File: config.mk
export PLATFORM = sky130hd
export DESIGN_NAME = reg_writeback
export DESIGN_NICKNAME = d
export VERILOG_FILES = /design/src/rtl/reg_writeback_pkg.sv /design/src/rtl/wb_fifo.sv /design/src/rtl/reg_writeback.sv
export SDC_FILE = /design/constraint.sdc
export NUM_CORES = 1
export LEC_CHECK = 0
export ABC_AREA = 1
export CAP_MARGIN = 30
export CORE_MARGIN = 10
export CORE_UTILIZATION = 35
export CTS_CLUSTER_DIAMETER = 40
export DETAILED_ROUTE_END_ITERATION = 16
export PLACE_DENSITY = 0.69
export SLEW_MARGIN = 5
export SYNTH_ARGS = -nofsm -noshare
export SYNTH_HDL_FRONTEND = slang
export SYNTH_SLANG_ARGS = --single-unit
File: constraint.sdc
create_clock -name clock -period 2.97 [get_ports clock]
set_input_delay 0.594 -clock clock [delete_from_list [all_inputs] [get_ports clock]]
set_output_delay 0.594 -clock clock [all_outputs]
set_load 0.005 [all_outputs]
File: src/rtl/reg_writeback_pkg.sv
// reg_writeback_pkg: shared widths, load size codes, load FSM states and result assembly
package reg_writeback_pkg;
  localparam int DATA_W = 32;
  localparam int REG_ADDR_W = 5;
  localparam logic [1:0] LD_B = 2'd0;
  localparam logic [1:0] LD_H = 2'd1;
  localparam logic [1:0] LD_W = 2'd2;
  typedef enum logic [1:0] {IDLE, COLLECT, DONE} ld_state_t;
  function automatic logic [DATA_W-1:0] assemble(input logic [1:0] size, input logic sgn,
                                                 input logic [DATA_W-1:0] raw);
    return size == LD_B ? {{24{sgn & raw[7]}}, raw[7:0]} :
           size == LD_H ? {{16{sgn & raw[15]}}, raw[15:0]} : raw;
  endfunction
  function automatic logic [2:0] byte_target(input logic [1:0] size);
    return size == LD_B ? 3'd1 : size == LD_H ? 3'd2 : 3'd4;
  endfunction
endpackage

File: src/rtl/wb_fifo.sv
// wb_fifo: synchronous {rd, data} FIFO exposing per-entry valid/rd for the pending mask
module wb_fifo
  import reg_writeback_pkg::*;
#(
  parameter int DEPTH = 2
) (
  input  logic                                 clock,
  input  logic                                 reset,
  input  logic                                 push,
  input  logic                                 pop,
  input  logic [REG_ADDR_W-1:0]                push_rd,
  input  logic [DATA_W-1:0]                    push_data,
  output logic                                 full,
  output logic                                 empty,
  output logic [REG_ADDR_W-1:0]                head_rd,
  output logic [DATA_W-1:0]                    head_data,
  output logic [DEPTH-1:0]                     valid,
  output logic [DEPTH-1:0][REG_ADDR_W-1:0]     rds
);
  localparam int AW = $clog2(DEPTH);
  logic [AW:0] wptr, rptr, count;
  logic [REG_ADDR_W-1:0] rd_mem [DEPTH];
  logic [DATA_W-1:0] data_mem [DEPTH];
  assign count = wptr - rptr;
  assign empty = wptr == rptr;
  assign full = (wptr[AW] != rptr[AW]) && (wptr[AW-1:0] == rptr[AW-1:0]);
  assign head_rd = rd_mem[rptr[AW-1:0]];
  assign head_data = data_mem[rptr[AW-1:0]];
  always_ff @(posedge clock) begin
    if (!reset) begin
      wptr <= '0;
      rptr <= '0;
    end else begin
      if (push && !full) begin
        rd_mem[wptr[AW-1:0]] <= push_rd;
        data_mem[wptr[AW-1:0]] <= push_data;
        wptr <= wptr + 1'b1;
      end
      if (pop && !empty) rptr <= rptr + 1'b1;
    end
  end
  // an entry is live when its distance from the read pointer is below the fill count
  for (genvar i = 0; i < DEPTH; i++) begin : g_ent
    logic [AW-1:0] off;
    assign off = AW'(i) - rptr[AW-1:0];
    assign valid[i] = {1'b0, off} < count;
    assign rds[i] = rd_mem[i];
  end
endmodule

File: src/rtl/reg_writeback.sv
// reg_writeback: merges ALU and byte-serial load results into one register write port
module reg_writeback
  import reg_writeback_pkg::*;
#(
  parameter int FIFO_DEPTH = 2
) (
  input  logic                  clock,
  input  logic                  reset,
  input  logic                  alu_valid,
  input  logic [REG_ADDR_W-1:0] alu_rd,
  input  logic [DATA_W-1:0]     alu_data,
  output logic                  alu_ready,
  input  logic                  ld_start,
  input  logic [REG_ADDR_W-1:0] ld_rd,
  input  logic [1:0]            ld_size,
  input  logic                  ld_signed,
  output logic                  ld_busy,
  input  logic                  mem_byte_valid,
  input  logic [7:0]            mem_byte,
  output logic                  write,
  output logic [REG_ADDR_W-1:0] regw_addr,
  output logic [DATA_W-1:0]     regw_data,
  output logic [31:0]           pending
);
  ld_state_t state, next;
  logic [REG_ADDR_W-1:0] rd_q;
  logic [1:0] size_q;
  logic signed_q;
  logic [DATA_W-1:0] raw;
  logic [2:0] k;
  logic full, empty, ld_push, alu_push;
  logic [REG_ADDR_W-1:0] head_rd;
  logic [DATA_W-1:0] head_data;
  logic [FIFO_DEPTH-1:0] valid;
  logic [FIFO_DEPTH-1:0][REG_ADDR_W-1:0] rds;
  logic [31:0] pend;
  always_ff @(posedge clock) begin
    if (!reset) begin
      state <= IDLE;
      rd_q <= '0;
      size_q <= '0;
      signed_q <= 1'b0;
      raw <= '0;
      k <= '0;
    end else begin
      state <= next;
      if (state == IDLE && ld_start) begin
        rd_q <= ld_rd;
        size_q <= ld_size;
        signed_q <= ld_signed;
        raw <= '0;
        k <= '0;
      end
      if (state == COLLECT && mem_byte_valid) begin
        raw[{k[1:0], 3'b000} +: 8] <= mem_byte;
        k <= k + 3'd1;
      end
    end
  end
  always_comb begin
    next = state == IDLE    ? (ld_start ? COLLECT : IDLE) :
           state == COLLECT ? ((mem_byte_valid && k + 3'd1 == byte_target(size_q)) ? DONE : COLLECT) :
           (full ? DONE : IDLE);
  end
  assign ld_busy = state != IDLE;
  // a load to x0 still leaves DONE when space exists, it just drops the result
  assign ld_push = state == DONE && !full && rd_q != '0;
  assign alu_ready = !full && state != DONE;
  assign alu_push = alu_valid && alu_ready && alu_rd != '0;
  wb_fifo #(.DEPTH(FIFO_DEPTH)) u_fifo (
    .clock(clock),
    .reset(reset),
    .push(ld_push || alu_push),
    .pop(!empty),
    .push_rd(ld_push ? rd_q : alu_rd),
    .push_data(ld_push ? assemble(size_q, signed_q, raw) : alu_data),
    .full(full),
    .empty(empty),
    .head_rd(head_rd),
    .head_data(head_data),
    .valid(valid),
    .rds(rds)
  );
  assign write = !empty;
  assign regw_addr = empty ? '0 : head_rd;
  assign regw_data = empty ? '0 : head_data;
  always_comb begin
    pend = ld_busy ? (32'd1 << rd_q) : 32'd0;
    for (int i = 0; i < FIFO_DEPTH; i++) pend = valid[i] ? (pend | (32'd1 << rds[i])) : pend;
  end
  assign pending = pend & ~32'd1;
endmodule

# == Yosys cells after proc, flatten, opt, wreduce, memory -nomap -nowiden ==
# Memories as Yosys holds them, arrays and structs flattened. A register that Yosys moved wholly into a read port is not among the register bits.
# Cells that the tools add are included.
# op_classes
n_addsub,7
n_lt_le_gt_ge,2
n_eq_ne,8
shift,5
n_mux,29
bitwise,4
reduce_logical,19
# op_table
op,count
$mux 32,10
$shl 1x5->32 const A,3
$or 32x32->32,2
$bwmux 32,1
$shift 8x7->32 const A,1
$shiftx 8x7->32,1
$mux 3,4
$logic_and 1x1->1,10
$mux 5,2
$reduce_bool 5->1,2
$mux 1,8
$mux 2,4
$neg 5->7,1
$add 2x1->2 const B,2
$eq 2x1->1 const B,2
$logic_not 2->1,2
$lt 1x2->1,2
$reduce_bool 2->1,2
$add 3x1->3 const B,1
$eq 3x3->1,1
$and 1x1->1,2
$eq 2x2->1,1
$eq 2x2->1 const B,1
$logic_not 1->1,2
6 further kinds,7
# totals
reg_bits,49
ram_bits,74
inputBits,58
out_inout_bits,72
elab_cells,84
mem_count,2
# mem_list
name,depth,width,rd,rd_ports_with_merged_regs,wr,line_no,source
u_fifo.data_mem,2,32,1,1,1,wb_fifo.sv:23,logic [DATA_W-1:0] data_mem [DEPTH];
u_fifo.rd_mem,2,5,3,1,1,wb_fifo.sv:22,logic [REG_ADDR_W-1:0] rd_mem [DEPTH];

# == Depth between registers and ports, before layout ==
# Gate-level depths: netlist (run 1).
# logic_depth
depth_word,11
depth_mapped,10
ltp_nobuf,10

# == Cells and area by module ==
# Synthesis (run 1) repeated with hierarchy kept, for this count alone.
# unflattened
hier_cells,866
hier_area_um2,7106.8
# modules_own_cells
mod,instances,cells_each,area_per_inst_um2,seq_area_each_um2
reg_writeback,1,703,3975.1,900.9
wb_fifo,1,163,3131.8,2322.2

# == Worst setup path before layout (run 1) ==
# OpenSTA, ideal clock, no wires.
# synth_path
kind,register to register
from,register u_fifo.rptr[0]
to,"memory u_fifo.data_mem[0][0], enable pin"
setup_ns,0.431
arrival_ns,2.760
required_ns,2.539
path_slack_ns,-0.221
stages_incl_launch_ff,8
path_buffers,0
synth_period_minus_slack_ns,3.191
path_cell_list,dfxtp_1 -> inv_1 -> ha_1 -> nand3_2 -> nand3_2 -> o21ai_1 -> nand2_1 -> nor2_1
# synth_via
elab_chain_cells,11
elab_cells_between_ends,13
classes_between,eq/ne (1); mux (3); reduce/logical (9)
# synth_rtl
item,line_no,source
from (decl),wb_fifo.sv:21,"logic [AW:0] wptr, rptr, count;"
from (signal assigned),wb_fifo.sv:39,if (pop && !empty) rptr <= rptr + 1'b1;
$eq 1x1->1 *,wb_fifo.sv:26,assign full = (wptr[AW] != rptr[AW]) && (wptr[AW-1:0] == rptr[AW-1:0]);
$logic_and 1x1->1 *,wb_fifo.sv:26,
$logic_not 1->1 *,"wb_fifo.sv:34, reg_writeback.sv:67, reg_writeback.sv:68",
$logic_and 1x1->1,reg_writeback.sv:68,assign alu_ready = !full && state != DONE;
$logic_and 1x1->1 (2 in series),reg_writeback.sv:69,assign alu_push = alu_valid && alu_ready && alu_rd != '0;
$logic_or 1x1->1,reg_writeback.sv:73,".push(ld_push || alu_push),"
$logic_and 1x1->1 *,wb_fifo.sv:34,if (push && !full) begin
$mux 1 *,wb_fifo.sv:34,
$mux 1 *,wb_fifo.sv:30,if (!reset) begin
$mux 1 (implied by the code) *,wb_fifo.sv:36,data_mem[wptr[AW-1:0]] <= push_data;
to (decl),wb_fifo.sv:23,
# Every way passes the cells marked *; elsewhere a longest branch is shown, timed or not.

# == Final worst setup path (run 1) ==
# layout_path
from,register u_fifo.wptr[1]
to,output port pending[25]
# layout_via
elab_chain_cells,5
elab_cells_between_ends,6
classes_between,add/sub (1); order compare (2); mux (2); bitwise (1)
# layout_rtl
item,line_no,source
from (decl),wb_fifo.sv:21,
from (signal assigned),wb_fifo.sv:37,wptr <= wptr + 1'b1;
$sub 2x2->2 *,wb_fifo.sv:24,assign count = wptr - rptr;
$lt 1x2->1,wb_fifo.sv:46,"assign valid[i] = {1'b0, off} < count;"
$mux 32,reg_writeback.sv:89,for (int i = 0; i < FIFO_DEPTH; i++) pend = valid[i] ? (pend | (32'd1 << rds[i])) : pend;
$or 32x32->32,reg_writeback.sv:89,
$mux 32 *,reg_writeback.sv:89,
to (decl),reg_writeback.sv:23,output logic [31:0] pending
# Marks and branches as above.

==> results of run 1 <==
==> final cells by class <==
class | count | area [um^2] | share of cell area [%]
Antenna cell | 1 | 2.502 | 0.02698
Clock buffer | 19 | 432.9 | 4.668
Clock inverter | 13 | 167.7 | 1.808
Inverter | 111 | 429.2 | 4.628
Multi-Input combinational cell | 580 | 3110 | 33.54
Sequential cell | 124 | 3227 | 34.79
Tap cell | 265 | 331.6 | 3.575
Timing Repair Buffer | 158 | 1573 | 16.96
==> cell usage after synthesis (14+ instances only) <==
| master | number | area (um^2) |
|---|---|---|
| buf_2 | 27 | 135.1 |
| mux2_2 | 32 | 360.4 |
| nand3_1 | 87 | 435.4 |
| o221ai_1 | 14 | 122.6 |
| dfxtp_1 | 50 | 1001 |
| nand2_1 | 244 | 915.9 |
| inv_1 | 98 | 367.9 |
| a21oi_1 | 38 | 190.2 |
| nor2_1 | 36 | 135.1 |
| nand4_1 | 17 | 106.4 |
| edfxtp_1 | 74 | 2222 |
| o21ai_0 | 42 | 210.2 |
==> sequential cells by signal, summed over array words and instances (netlist names), 3 cells and up, named ones only <==
signal,count
u_fifo.rd_mem,10
k,3
u_fifo.data_mem,64
rd_q,5
raw,32
==> per-layer routing <==
metal  GRT usage, %  vias to the layer above  wire length [um]
li1               -                     3139                 -
met1          21.16                     2964              9599
met2          25.84                      210             10180
met3          3.707                       27              1241
met4          4.797                        0               315
met5              0                        -                 0
==> power groups by stage <==
stage / combinational, mW / sequential [mW] / clock [mW]
after floorplan: 1.32 / 2.12 / 0
after global placement: 2.56 / 2.15 / 0
after detailed placement: 2.58 / 2.16 / 0
after CTS: 2.67 / 2.13 / 2.12
after global routing: 2.96 / 2.13 / 2.20
final: 2.68 / 2.12 / 2.09
==> worst max-delay path, delay by kind of cell (launching register included) <==
family | cells | cell delay (ps)
adder cells (fa/ha/maj) | 1 | 280
flip-flops | 1 | 350
AND/OR/NAND/NOR | 6 | 510
buffers and inverters | 3 | 740
==> how the worst min path moves through the flow <==
stage              startpoint             end  slack [ps]
2_1_floorplan  u_fifo.rptr[1]  u_fifo.rptr[1]         460
3_3_place_gp           raw[9]          raw[9]         470
3_5_place_dp          raw[13]         raw[13]         480
4_1_cts        u_fifo.rptr[0]  u_fifo.rptr[0]         470
5_1_grt        u_fifo.rptr[0]  u_fifo.rptr[0]         480
6_report       u_fifo.rptr[0]  u_fifo.rptr[0]         460
==> through the flow <==
| step | hold slack, ps | instance area [um^2] | setup TNS [ps] |
|---|---|---|---|
| finish | 463.1 | 9274 | 0 |
| global route | 481.5 | 9274 | 0 |
| CTS | 468.7 | 9161 | -0.1081 |
| detailed placement | 478.7 | 8498 | 0 |
| global placement | 470.6 | 8498 | 0 |
| floorplan | 458.3 | 6929 | -16370 |
==> repair_timing <==
item | 4_1_cts | 5_1_grt
setup endpoints to repair | 31 | 25
setup buffers | 2 | 9
gates resized for setup | 20 | 15
gates cloned | 0 | 0
pin swaps | 1 | 0
==> cell usage in the layout, fill, tap and decap left out, types with 5 or more instances in the layout <==
cell type / netlist / layout
nor2_4: 5 / 9
nand3_1: 87 / 87
nand2_2: 3 / 7
nand4_1: 17 / 17
o221ai_1: 14 / 14
clkdlybuf4s50_1: 0 / 114
nor2_1: 36 / 33
dlygate4sd2_1: 0 / 6
nor3_1: 8 / 8
nor4_1: 11 / 7
a31oi_1: 10 / 10
dfxtp_1: 50 / 47
dlymetal6s2s_1: 0 / 8
edfxtp_1: 74 / 74
nand2_1: 244 / 240
clkinv_4: 0 / 5
clkbuf_16: 0 / 17
buf_4: 7 / 25
mux2_2: 32 / 32
o21ai_0: 42 / 42
inv_2: 9 / 10
inv_1: 98 / 96
a21oi_1: 38 / 38
ha_1: 9 / 8
==> cell families (layout without fill, tap and decap cells) <==
family                   count (synthesis)  in the layout  share of synthesized area [%]
adder cells (fa/ha/maj)                  9              9                          1.625
multiplexers                            32             32                          5.200
flip-flops                             124            124                          46.51
XOR/XNOR                                 1              1                         0.1264
AO/OA/AOI/OAI                          111            111                          9.299
other                                    1              2                        0.05412
buffers and inverters                  156            301                          9.679
AND/OR/NAND/NOR                        426            426                          27.50
==> results.md, run 1 <==
* Leakage at 3.927 nW
* Min cycle time layout at 2902 ps
* VDD IR max at 435.7 uV
* Fin. max-slew vios at 0
* Synthesized instance count at 860
* # nets final at ~1100
* CP startpoint: u_fifo.wptr[1]
* NetSw at 2.258 mW
* Cts bufs inserted at 17
* Post-route non-filler standard cell count at 1271
* Slowest cell delay on critical path at approximately 530 ps
* Initial DRC count at 625
* FFs w/ async S/R, synth at 0%
* I/O Buffers at 128
* Initial Util at 35.60%
* Cell-internal power at roughly 4.6 mW
* Remaining DRCs at 0
* Place WS at 5.429 ps
* Total wire length at 21330 um
* Die height at between 150 and 200 um
* Reg2reg end: u_fifo.data_mem[1][20]
* Final Setup Violations at 0
* CTS clock-pin slew for the worst setup and hold paths at around 50 ps
* Clock buffer depth at 2
* Largest net degree at the start of global routing at 52
* Slew @ Worst Pin at 822.8 ps
* Crit end category: output port
* Status: completed
* Hold path depth at 1
* Die width at 160.7 um
* Slew headroom at 44.99%
* Clock Latency Late Sink at around 420 ps
* Highest clock rate at roughly 340 MHz
* All-Layer GR Usage at roughly 16%
* Slowest CP cell: clkdlybuf4s50_1
* Seq cells post-synth at roughly 120
* Vias at 6340
* # fillers at 1832
* Utilization after layout at 47.65%
* Switching share of power at 32.77%
* PwrDens at 742.9 nW/um^2
* Placer Congestion at 0.8975
* RSZ-0062 raised after global routing: false
* Antenna Nets Post-Route at 0
* Syn avg cell area at 8.057 um^2
* Sequential power share at 30.8%
* CP required at 2380 ps
* Vias per cell at between 4 and 5
* Total grt overflow at 0
* Synth-to-Final Area Change at 33.84%
* Clock sink count at 124
* # rows at approximately 50
* Mapped cell area at around 6900 um^2
* HPWL Detailed at 15730 um
* CTS Hold Bufs at 0
* Root Buffer: clkbuf_16
* CP max FO at 7
* Worst Hold Class: register to register
* Comb pwr share at between 30% and 40%
* CTS tree: done
* Reg-to-reg setup timing slack at 630 ps
* EDFF count, synth at 74
* Synthesis Warnings at 0
* Final hold vios at 0
* Placed cell count at about 1200
* Crit-path cells: inv_1, nand2_2, nand2_2, ha_4, nor2_4, nor2_4, buf_6, nand2_1, nand3_1, clkdlybuf4s50_1
* Max_cap viols at 0
* Core ar. at 19460 um^2
* Critical path arrival at 2310 ps
* Fin crit share at a little over nine tenths
* Main flop type after synthesis: edfxtp_1
* # IOs at 130
* Die area at 25830 um^2
* R2R depth at 8
* Clk_skew at 6.675 ps
* Critical setup path kind: register to output port
* Startpoint types: register
* First-pass GRT wire length at 33120 um
* Crit Reg-Reg Startpoint: u_fifo.wptr[0]
* Layout cells sized above 1 at 14.43%
* PnR worst setup slack at 67.68 ps
* Initial antenna violation count at 1
* Distinct cells, synth at 38
* Number of global-route vias before repair at 5975
* WL/cell at 16.78 um
* DRT Pass-1 Iters at 5
* Sequential element share of the synthesized area at 46.51%
* Total power at 6.890 mW
* Clk network pwr share at 30.3%
* H-tree Lvls at 4
* Syn_nets at 927
* Worst Setup EP: pending[25]
(Power assumes the default switching activity.)
==> run 2: changes to the inputs <==
REMOVE_ABC_BUFFERS = 1   (was not set)
==> run 2 against run 1 <==
Maximum frequency shrank 0.52%. Flip-flop and latch count is the same. Hold slack gained 20 ps. Critical path depth shrank 2. Non-clock buffer count grew 3. Critical path type unchanged. Critical endpoint is now pending[6]. Largest cell class unchanged. Largest power group unchanged. Highest routed layer unchanged.
==> results.md, run 2 (synthesis gave the netlist of run 1 again) <==
* Initial antenna violation count at 1 (unchanged)
* WL/cell at 16.40 um (was 16.78 um)
* Fin. max-slew vios at 0 (unchanged)
* Post-route non-filler standard cell count at 1274 (was 1271)
* PwrDens at 734.6 nW/um^2 (was 742.9 nW/um^2)
* Area of the multi-input gates at 3092 um^2 (was 3110 um^2)
* Slew @ Worst Pin at 542.7 ps (was 822.8 ps)
* # fillers at 1863 (was 1832)
* Vias per cell at 4.974 (was 4.988)
* CP startpoint: u_fifo.wptr[0] (was u_fifo.wptr[1])
* Most common cell after layout, fill and taps aside: nand2_1 (unchanged)
* H-tree Lvls at 4 (unchanged)
* Final instance area at 9300 um^2 (was 9274 um^2)
* Total wire length at 20900 um (was 21330 um)
* Root Buffer: clkbuf_16 (unchanged)
* Slew headroom at 63.49% (was 44.99%)
* CP max FO at 7 (unchanged)
* Crit end category: output port (unchanged)
* Worst Hold Class: register to register (unchanged)
* Startpoint types: register (unchanged)
* Comb pwr share at 37.6% (was 38.9%)
* Antenna Nets Post-Route at 0 (unchanged)
* Min cycle time layout at 2917 ps (was 2902 ps)
* Placed inst area at 8552 um^2 (was 8498 um^2)
* Core ar. at 19460 um^2 (unchanged)
* Crit Reg-Reg Startpoint: u_fifo.rptr[0] (was u_fifo.wptr[0])
* Die height at 160.7 um (unchanged)
* Cts bufs inserted at 17 (unchanged)
* # nets final at 1062 (was 1059)
* Slowest CP cell: clkdlybuf4s50_1 (unchanged)
* Die width at 160.7 um (unchanged)
* Placed cell count at 1239 (was 1227)
* HPWL Detailed at 15740 um (was 15730 um)
* Vias at 6337 (was 6340)
* I/O Buffers at 128 (unchanged)
* DRT Pass-1 Iters at 6 (was 5)
* Max FFs per register at 64 (unchanged)
* Critical path arrival at 2320 ps (was 2310 ps)
* CTS clock-pin slew for the worst setup and hold paths at 60 ps (was 50 ps)
* Clock buffer depth at 2 (unchanged)
* CTS Hold Bufs at 0 (unchanged)
* Remaining DRCs at 0 (unchanged)
* First-pass GRT wire length at 32370 um (was 33120 um)
* Number of global-route vias before repair at 5920 (was 5975)
* # rows at 51 (unchanged)
* Largest net degree at the start of global routing at 36 (was 52)
* Critical setup path kind: register to output port (unchanged)
* Crit-path cells: inv_1, ha_1, inv_1, ha_1, nor2_2, nand2_2, o221ai_1, clkdlybuf4s50_1 (was inv_1, nand2_2, nand2_2, ha_4, nor2_4, nor2_4, buf_6, nand2_1, nand3_1, clkdlybuf4s50_1)
* RSZ-0062 raised after global routing: true (was false)
* Status: completed (unchanged)
* Final Setup Violations at 0 (unchanged)
* All-Layer GR Usage at 15.52% (was 16.11%)
* Total grt overflow at 0 (unchanged)
* Slowest cell delay on critical path at 550 ps (was 530 ps)
* Clk network pwr share at 30.9% (was 30.3%)
* VDD IR max at 488.0 uV (was 435.7 uV)
* Commonest cells after routing, fill and taps aside: nand2_1, clkdlybuf4s50_1, inv_1 (unchanged)
* Initial DRC count at 544 (was 625)
* Clock sink count at 124 (unchanged)
* Leakage at 4.191 nW (was 3.927 nW)
* Clock Latency Late Sink at 410 ps (was 420 ps)
* Reg area at 3231 um^2 (was 3227 um^2)
* Layout cells sized above 1 at 14.98% (was 14.43%)
* Clk_skew at 6.577 ps (was 6.675 ps)
* Placer Congestion at 0.9371 (was 0.8975)
* CP required at 2380 ps (about the same)
* Setup TNS at 0 ps (unchanged)
* Sequential power share at 31.6% (was 30.8%)
* Initial Util at 35.60% (unchanged)
* Fin crit share at 98.23% (was 97.72%)
* Switching share of power at 33.03% (was 32.77%)
* Cell-internal power at 4.575 mW (was 4.632 mW)
* Die area at 25830 um^2 (unchanged)
* Highest clock rate at 342.8 MHz (was 344.6 MHz)
* Final hold vios at 0 (unchanged)
* Synth-to-Final Area Change at 34.22% (was 33.84%)
* NetSw at 2.257 mW (was 2.258 mW)
* Utilization after layout at 47.79% (was 47.65%)
* CTS tree: done (unchanged)
* Max_cap viols at 0 (unchanged)
* # IOs at 130 (unchanged)
* Min-delay src: raw[8] (was u_fifo.rptr[0])
## run 2: final timing paths
kind                            endpoint  slack (ps)  depth (start not counted)
setup / recovery              pending[6]          50                          8
hold / removal                    raw[8]         480                          2
setup reg to reg  u_fifo.data_mem[1][23]         710                          8
hold reg to reg                   raw[8]         480                          2
## run 2: what timing repair did
item	4_1_cts	5_1_grt
pin swaps	0	1
gates resized for setup	15	35
endpoints found under the setup margin	31	37
buffers inserted	0	2
## run 2: routing by layer
layer / track usage [%] / share of wire, % / up-vias
met5: 0 / 0 / -
met4: 5.583 / 2.2 / 0
met3: 3.425 / 6.2 / 28
met2: 24.16 / 47 / 210
met1: 20.72 / 44 / 2948
li1: - / - / 3151
## run 2: final cells by class
class,instances,share of cell area (%)
antenna,1,0.02691
clock buffer,19,4.991
clock inverter,13,1.655
inverter,111,4.601
multi-input combinational,580,33.24
sequential,124,34.74
tap,265,3.565
timing repair buffer,161,17.18
## run 2: power groups by stage
stage | registers (mW) | clock network [mW] | logic (mW)
4_1_cts | 2.16 | 2.14 | 2.55
3_5_place_dp | 2.19 | 0 | 2.52
6_report | 2.16 | 2.11 | 2.57
3_3_place_gp | 2.18 | 0 | 2.51
2_1_floorplan | 2.19 | 0 | 1.14
5_1_grt | 2.18 | 2.23 | 2.82
## run 2: worst max-delay path: cells and delay by family (launching register included)
| family | cells | cell delay [ps] |
|---|---|---|
| adder cells (fa/ha/maj) | 2 | 350 |
| buffers and inverters | 3 | 660 |
| AND/OR/NAND/NOR | 2 | 260 |
| flip-flops | 1 | 360 |
| AO/OA/AOI/OAI | 1 | 270 |
## run 2: metrics by stage
stage	total power, mW	hold slack, ps	setup slack (ps)
2_1_floorplan	3.327	458.3	-801.6
3_3_place_gp	4.692	471.2	173.0
3_5_place_dp	4.710	474.5	173.7
4_1_cts	6.848	483.0	10.24
5_1_grt	7.220	501.5	-71.59
6_report	6.832	483.0	52.59
